==> src/rtl/mem_arb_pkg.sv <==
// Shared types for the unified-memory arbiter (mem_arbiter, mem_lat_counter).
// Build option MEM_ARB_ROUND_ROBIN_EN is consumed by mem_arbiter only.
package mem_arb_pkg;
   typedef enum logic [1:0] {IDLE, BUSY, DONE} state_t;
   typedef enum logic {GNT_I, GNT_D} grant_t;
   typedef enum logic {OP_RD, OP_WR} op_t;
endpackage

==> src/rtl/mem_lat_counter.sv <==
// Access latency counter: loads LATENCY-1 on grant, counts down to zero while busy.
module mem_lat_counter
   import mem_arb_pkg::*;
#(
   parameter int LATENCY = 2
) (
   input  logic clk,
   input  logic rst,
   input  logic load,
   input  logic dec,
   output logic zero
);
   localparam int CW = $clog2(LATENCY + 1);

   logic [CW-1:0] cnt;

   always_ff @(posedge clk or posedge rst) begin
      if (rst)
         cnt <= '0;
      else if (load)
         cnt <= CW'(LATENCY - 1);
      else if (dec && (cnt != '0))
         cnt <= cnt - CW'(1);
   end

   assign zero = (cnt == '0);
endmodule

==> src/rtl/mem_arbiter.sv <==
// Arbitrates the instruction and data sides onto one fixed-latency memory port.
// Define MEM_ARB_ROUND_ROBIN_EN to alternate grants on contention (default: D over I).
module mem_arbiter
   import mem_arb_pkg::*;
#(
   parameter int WORD_SIZE = 16,
   parameter int LATENCY   = 2
) (
   input  logic                 clk,
   input  logic                 reset_n,
   input  logic                 i_req_read,
   input  logic [WORD_SIZE-1:0] i_address,
   output logic [WORD_SIZE-1:0] i_rdata,
   output logic                 i_ack,
   input  logic                 d_req_read,
   input  logic                 d_req_write,
   input  logic [WORD_SIZE-1:0] d_address,
   input  logic [WORD_SIZE-1:0] d_wdata,
   output logic [WORD_SIZE-1:0] d_rdata,
   output logic                 d_ack,
   output logic                 m_readM,
   output logic                 m_writeM,
   output logic [WORD_SIZE-1:0] m_address,
   output logic [WORD_SIZE-1:0] m_wdata,
   input  logic [WORD_SIZE-1:0] m_rdata,
   output logic                 busy
);
   state_t               state, state_nxt;
   grant_t               gnt_q, gnt_nxt;
   op_t                  op_q;
   logic [WORD_SIZE-1:0] addr_q, wdata_q;
   logic                 take, cnt_zero, d_any;

   assign d_any = d_req_read | d_req_write;

`ifdef MEM_ARB_ROUND_ROBIN_EN
   grant_t last_q;

   always_ff @(posedge clk or posedge reset_n) begin
      if (reset_n)
         last_q <= GNT_I;
      else if (take)
         last_q <= gnt_nxt;
   end
`endif

   always_comb begin
      state_nxt = state;
      gnt_nxt   = GNT_D;
      take      = 1'b0;
      m_readM   = 1'b0;
      m_writeM  = 1'b0;
      i_ack     = 1'b0;
      d_ack     = 1'b0;
      busy      = 1'b0;
      case (state)
         IDLE: begin
            if (d_any || i_req_read) begin
               take      = 1'b1;
               state_nxt = BUSY;
`ifdef MEM_ARB_ROUND_ROBIN_EN
               if (d_any && i_req_read)
                  gnt_nxt = (last_q == GNT_D) ? GNT_I : GNT_D;
               else
                  gnt_nxt = d_any ? GNT_D : GNT_I;
`else
               gnt_nxt = d_any ? GNT_D : GNT_I;
`endif
            end
         end
         BUSY: begin
            busy     = 1'b1;
            m_readM  = (op_q == OP_RD);
            m_writeM = (op_q == OP_WR);
            if (cnt_zero)
               state_nxt = DONE;
         end
         DONE: begin
            // dead cycle: requester sees its ack and drops the request before re-arbitration
            busy      = 1'b1;
            i_ack     = (gnt_q == GNT_I);
            d_ack     = (gnt_q == GNT_D);
            state_nxt = IDLE;
         end
         default: state_nxt = IDLE;
      endcase
   end

   always_ff @(posedge clk or posedge reset_n) begin
      if (reset_n)
         state <= IDLE;
      else
         state <= state_nxt;
   end

   always_ff @(posedge clk or posedge reset_n) begin
      if (reset_n) begin
         gnt_q   <= GNT_I;
         op_q    <= OP_RD;
         addr_q  <= '0;
         wdata_q <= '0;
         i_rdata <= '0;
         d_rdata <= '0;
      end else begin
         if (take) begin
            gnt_q   <= gnt_nxt;
            op_q    <= ((gnt_nxt == GNT_D) && d_req_write) ? OP_WR : OP_RD;
            addr_q  <= (gnt_nxt == GNT_D) ? d_address : i_address;
            wdata_q <= d_wdata;
         end
         if ((state == BUSY) && cnt_zero && (op_q == OP_RD)) begin
            if (gnt_q == GNT_D)
               d_rdata <= m_rdata;
            else
               i_rdata <= m_rdata;
         end
      end
   end

   assign m_address = addr_q;
   assign m_wdata   = wdata_q;

   mem_lat_counter #(.LATENCY(LATENCY)) u_lat_counter (
      .clk  (clk),
      .rst  (reset_n),
      .load (take),
      .dec  (state == BUSY),
      .zero (cnt_zero)
   );

`ifndef SYNTHESIS
   a_rd_wr_excl: assert property (@(posedge clk) disable iff (reset_n) !(d_req_read && d_req_write))
      else $error("mem_arbiter: d_req_read and d_req_write both high");
`endif
endmodule
==> config.mk <==
export PLATFORM = sky130hd
export DESIGN_NAME = mem_arbiter
export DESIGN_NICKNAME = d
export VERILOG_FILES = /design/src/rtl/mem_arb_pkg.sv /design/src/rtl/mem_lat_counter.sv /design/src/rtl/mem_arbiter.sv
export SDC_FILE = /design/constraint.sdc
export NUM_CORES = 1
export LEC_CHECK = 0
export ABC_CLOCK_PERIOD_IN_PS = 3100
export CAP_MARGIN = 5
export CORE_UTILIZATION = 41
export DETAILED_ROUTE_END_ITERATION = 7
export HOLD_SLACK_MARGIN = 0.06
export PLACE_DENSITY_LB_ADDON = 0.08
export SLEW_MARGIN = 10
export SYNTH_ARGS = -nofsm -noshare
export SYNTH_HDL_FRONTEND = slang
export SYNTH_SLANG_ARGS = --single-unit
==> constraint.sdc <==
create_clock -name clk -period 3.1 [get_ports clk]
set_input_delay 0.775 -clock clk [delete_from_list [all_inputs] [get_ports clk]]
set_output_delay 0.775 -clock clk [all_outputs]
set_load 0.01 [all_outputs]
# Yosys cells after proc, flatten, opt, wreduce, memory -nomap -nowiden
# Cells that the tools add are included.
# word_totals
inputBits	69
reg_bits	70
word_cells	46
# classes
n_eq_ne	4
reduce_logical	13
bitwise	3
n_addsub	1
muxes	17
# op_table
cell	count
16-bit two-way mux	1
1-bit two-way mux	11
2-bit two-way mux	4
2-bit AND reduction	3
1-bit logical AND	4
2-bit logical NOT	2
2-bit inequality test, second input constant	2
2-bit case mux with 2 select lines	1
2-bit nonzero test	2
2-bit by 1-bit == test with 1-bit output, second input constant	1
2-bit == test, second input constant	1
1-bit inverter	2
2-bit OR reduction	1
2-bit by 1-bit subtractor with 2-bit output, second input constant	1
1-bit logical OR	1
1-bit bitwise OR	1

# Logic depth before layout (Yosys ltp)
# depth
depth_word	6
ltp_mapped	7

# Modules after synthesis
# Synthesis repeated with hierarchy kept, for this count alone.
# hier_totals
hier_cells	217
hier_area_um2	2980.4
# by_module_without_submodules
module	n_inst	seq_area_each_um2	area_each_um2	cells_each
mem_arbiter	1	1701.6	2860.2	205
mem_lat_counter	1	50.0	120.1	12

# Least setup slack after synthesis
# OpenSTA, ideal clock, no wires.
# synth_timing
path_kind	register to register
startpoint	register state[1]
endpoint	register i_rdata[10]
path_stages_with_launch	8
required_time_ns	2.975
arrival_ns	1.560
setup_ns	0.125
path_slack_ns	1.416
cell_sequence	dfrtp_1 inv_1 ha_1 nor2b_4 and3b_1 buf_6 buf_6 mux2_2
# synth_via
elab_chain_cells	4
# synth_rtl
item	line_no	source
start: declaration	mem_arbiter.sv:28	state_t state, state_nxt;
start signal: assignment	mem_arbiter.sv:93	state <= state_nxt;
2-bit by 1-bit == test with 1-bit output	mem_arbiter.sv:111	if ((state == BUSY) && cnt_zero && (op_q == OP_RD)) begin
1-bit logical AND (2 in series)	mem_arbiter.sv:111	
2-bit AND reduction (no line)	--	
end signal: assignment	mem_arbiter.sv:115	i_rdata <= m_rdata;
end: declaration	mem_arbiter.sv:13	output logic [WORD_SIZE-1:0] i_rdata,
# No other way between the ends.
# A chain may end at the register's enable or synchronous reset.

# Final worst setup path
# layout_timing
startpoint	register state[1]
endpoint	output port m_readM
# layout_via
elab_chain_cells	2
# layout_rtl
item	line_no	source
2-bit by 1-bit == test with 1-bit output	mem_arbiter.sv:56	case (state)
1-bit two-way mux	mem_arbiter.sv:56	
end: declaration	mem_arbiter.sv:21	output logic m_readM,
# No other way between the ends.

==> results.py <==
metrics = {
    "clocking": {
        "insertion_delay_ns": 0.34,
        "ctsHoldBuffers": 0,
        "numCtsBuffers": 9,
        "cts_buffer_depth": 2,
        "clock_sink_count": 70,
        "h-tree-depth": 3,
        "clock-root-buffer": "clkbuf_8",
        "clkSlewWorstSetupHoldPaths_ns": 0.07,
        "cts_tree": "done",
        "post_cts_resized": 0,
        "postCtsSetupBuffers": 0,
    },
    "detailed_routing": {
        "ant_nets": 0,
        "avgRoutedWirePerCell_um": 14.4,
        "dr_total_vias": 2258,
        "drcViolationCount": 0,
        "drt_iter0_markers": 97,
        "wl_um": 6580,
        "drt-pass1-iter-count": 7,
        "viasPerCell": 4.94,
    },
    "grt": {
        "grt_use_met3_pct": 5.97,
        "grt_pass1_vias": 2150,
        "grt_util_met2_pct": 29.0,
        "grt_first_pass_wirelength_um": 10500,
        "antenna_found_initial": 0,
        "grt_use_total_pct": 19.0,
        "grtUsageMet1_pct": 24.0,
        "top_usage_layer": "met2",
        "grt-ovfl-total": 0,
        "grt_max_degree": 35,
    },
    "timing": {
        "min_period_over_period_pct": 80.5,
        "hold_viol": 0,
        "setup_tns_ns": 0,
        "slew_headroom_pct": 47.0,
        "drv_slew": 0,
        "worst_slew_pin_slew_ns": 0.794,
        "rsz0062_at_grt": "false",
        "setup_viol": 0,
        "setup_ws_ns": 0.603,
        "min_period_ns": 2.50,
        "fmax_mhz": 400,
        "skew_ns": 0.0126,
    },
    "placed_design": {
        "dpl.cell_count": 441,
        "dpl_worst_slack_ns": 0.641,
        "post_dp_cell_area_sq_um": 4300,
        "place_congestion": 0.712,
        "numPortBuffers": 137,
        "dpl.hpwl_um": 4690,
    },
    "critical_path": {
        "cp_data_required_time_ns": 2.32,
        "r2r_start": "state[0]",
        "cp-startpoint": "state[1]",
        "crit_end": "m_readM",
        "crit_path_start_kind": "flop",
        "path_max_fanout": 3,
        "reg2regPathDepth": 5,
        "r2r_slack_ns": 1.20,
        "cp_data_arrival_time_ns": 1.72,
        "crit_path_end_kind": "primary output",
        "worstSetupPathType": "reg2out",
        "r2r_end": "m_wdata[0]",
    },
    "yosys": {
        "yosys_warnings": 0,
        "synth_top_area_cell": "dfrtp_1",
        "synthCells": 231,
        "synth_top_area_share_pct": 61.2,
        "synth.area.top_cells": "dfrtp_1, mux2_2, nand2_1",
        "ys_ff_latch": 70,
        "syn_area_sq_um": 2860,
        "yosysSeqAreaShare_pct": 61.2,
        "synth.distinct_cells": 29,
        "synth_nets": 305,
        "postSynthAreaPerCell_sq_um": 12.4,
    },
    "power": {
        "vdd_drop_max_v": 0.000488,
        "power_density_nw_per_um2": 1000,
        "power_leakage_uw": 0.00206,
        "total_power_uw": 4550,
    },
    "die": {
        "dieArea_sq_um": 7320,
        "initial_core_util_pct": 42.4,
        "coreArea_sq_um": 6760,
        "rows": 30,
        "chipHeight_um": 85.6,
        "chipWidth_um": 85.6,
        "top_level_ports": 138,
    },
    "min_path": {
        "hp-start": "m_wdata[5]",
        "hp-class": "reg2reg",
    },
    "layout": {
        "final_common_cell": "clkdlybuf4s50_1",
        "fillers": 539,
        "area.growth.synth_to_final_pct": 58.3,
        "final_area_sq_um": 4530,
        "layout-drive-gt1-share_pct": 15.1,
        "diodes": 0,
        "nNetsFinal": 446,
        "final_cells": 457,
        "layout_common_cells": "clkdlybuf4s50_1, dfrtp_1, nand2_1",
    },
    "run": {
        "maxCapViolations": 0,
    },
    "run_status": {
        "outcome": "completed",
    },
}
[cell type report]
| class | instances | area [sq um] | area share (%) |
|---|---|---|---|
| Tap cell | 80 | 100 | 2.21 |
| Timing Repair Buffer | 141 | 1400 | 30.9 |
| Inverter | 18 | 67.6 | 1.49 |
| Multi-Input combinational cell | 132 | 980 | 21.6 |
| Sequential cell | 70 | 1750 | 38.6 |
| Clock buffer | 11 | 151 | 3.34 |
| Clock inverter | 5 | 81.3 | 1.79 |
[critical path: stages (launching register included)]
cell and delay [ns]:
dfrtp_1 0.39, inv_1 0.10, ha_1 0.18, nor2b_4 0.17, clkdlybuf4s50_1 0.55
[through the flow]
step                util (%)  hold WS [ns]
detailed placement      63.6         0.466
global route            67.1         0.499
global placement        63.6         0.466
floorplan                  -         0.487
finish                  67.1         0.481
CTS                     67.1         0.487
[layer usage]
layer | share of wire [%] | vias to the layer above
met2 | 46 | 102
met1 | 43 | 1067
met5 | 0 | -
li1 | - | 1075
met4 | 3.0 | 0
met3 | 7.8 | 14
[Yosys cell counts]
cell type,count
a211oi_1,1
a222oi_1,13
a22o_1,1
and2_1,2
and3b_1,1
and4bb_1,1
buf_2,3
buf_4,1
buf_6,3
clkbuf_1,3
clkbuf_2,1
dfrtp_1,70
ha_1,5
inv_1,18
mux2_2,31
mux2_4,2
nand2_1,52
nand3_2,1
nand4bb_1,1
nor2_1,8
nor2b_1,2
nor2b_4,1
nor4b_1,1
o21a_1,1
o21ai_0,1
o22ai_1,4
o31a_1,1
o31ai_2,1
xnor2_1,1
[logic make-up after synthesis]
| logic type | synth area share [%] |
|---|---|
| and+or+nand+nor | 11.0 |
| xor gates and xnor gates | 0.306 |
| AOI/OAI and AO/OA | 7.17 |
| adders and majority gates | 2.19 |
| buffers and inverters | 4.89 |
| muxes | 13.2 |
| DFF | 61.2 |
[power breakdown]
| group | leakage, uW | switching [uW] | internal [uW] |
|---|---|---|---|
| clock | 0.000116 | 343 | 497 |
| sequential | 0.000857 | 248 | 1370 |
| combinational | 0.00109 | 858 | 1240 |
| total | 0.00206 | 1450 | 3100 |
[worst min path at each step]
stage	slack (ns)	cells after the start	endpoint
floorplan	0.49	2	u_lat_counter.cnt[0]
global placement	0.47	2	m_wdata[2]
detailed placement	0.47	2	m_wdata[3]
CTS	0.49	2	m_wdata[13]
global route	0.50	2	m_wdata[7]
finish	0.48	2	m_wdata[5]
[state kept, by name, indices dropped and copies added, names as in the netlist]
| register | count |
|---|---|
| state | 2 |
| op_q | 1 |
| m_address | 16 |
| d_rdata | 16 |
| m_wdata | 16 |
| gnt_q | 1 |
| u_lat_counter.cnt | 2 |
| i_rdata | 16 |
Power figures use the tool's default switching activity.
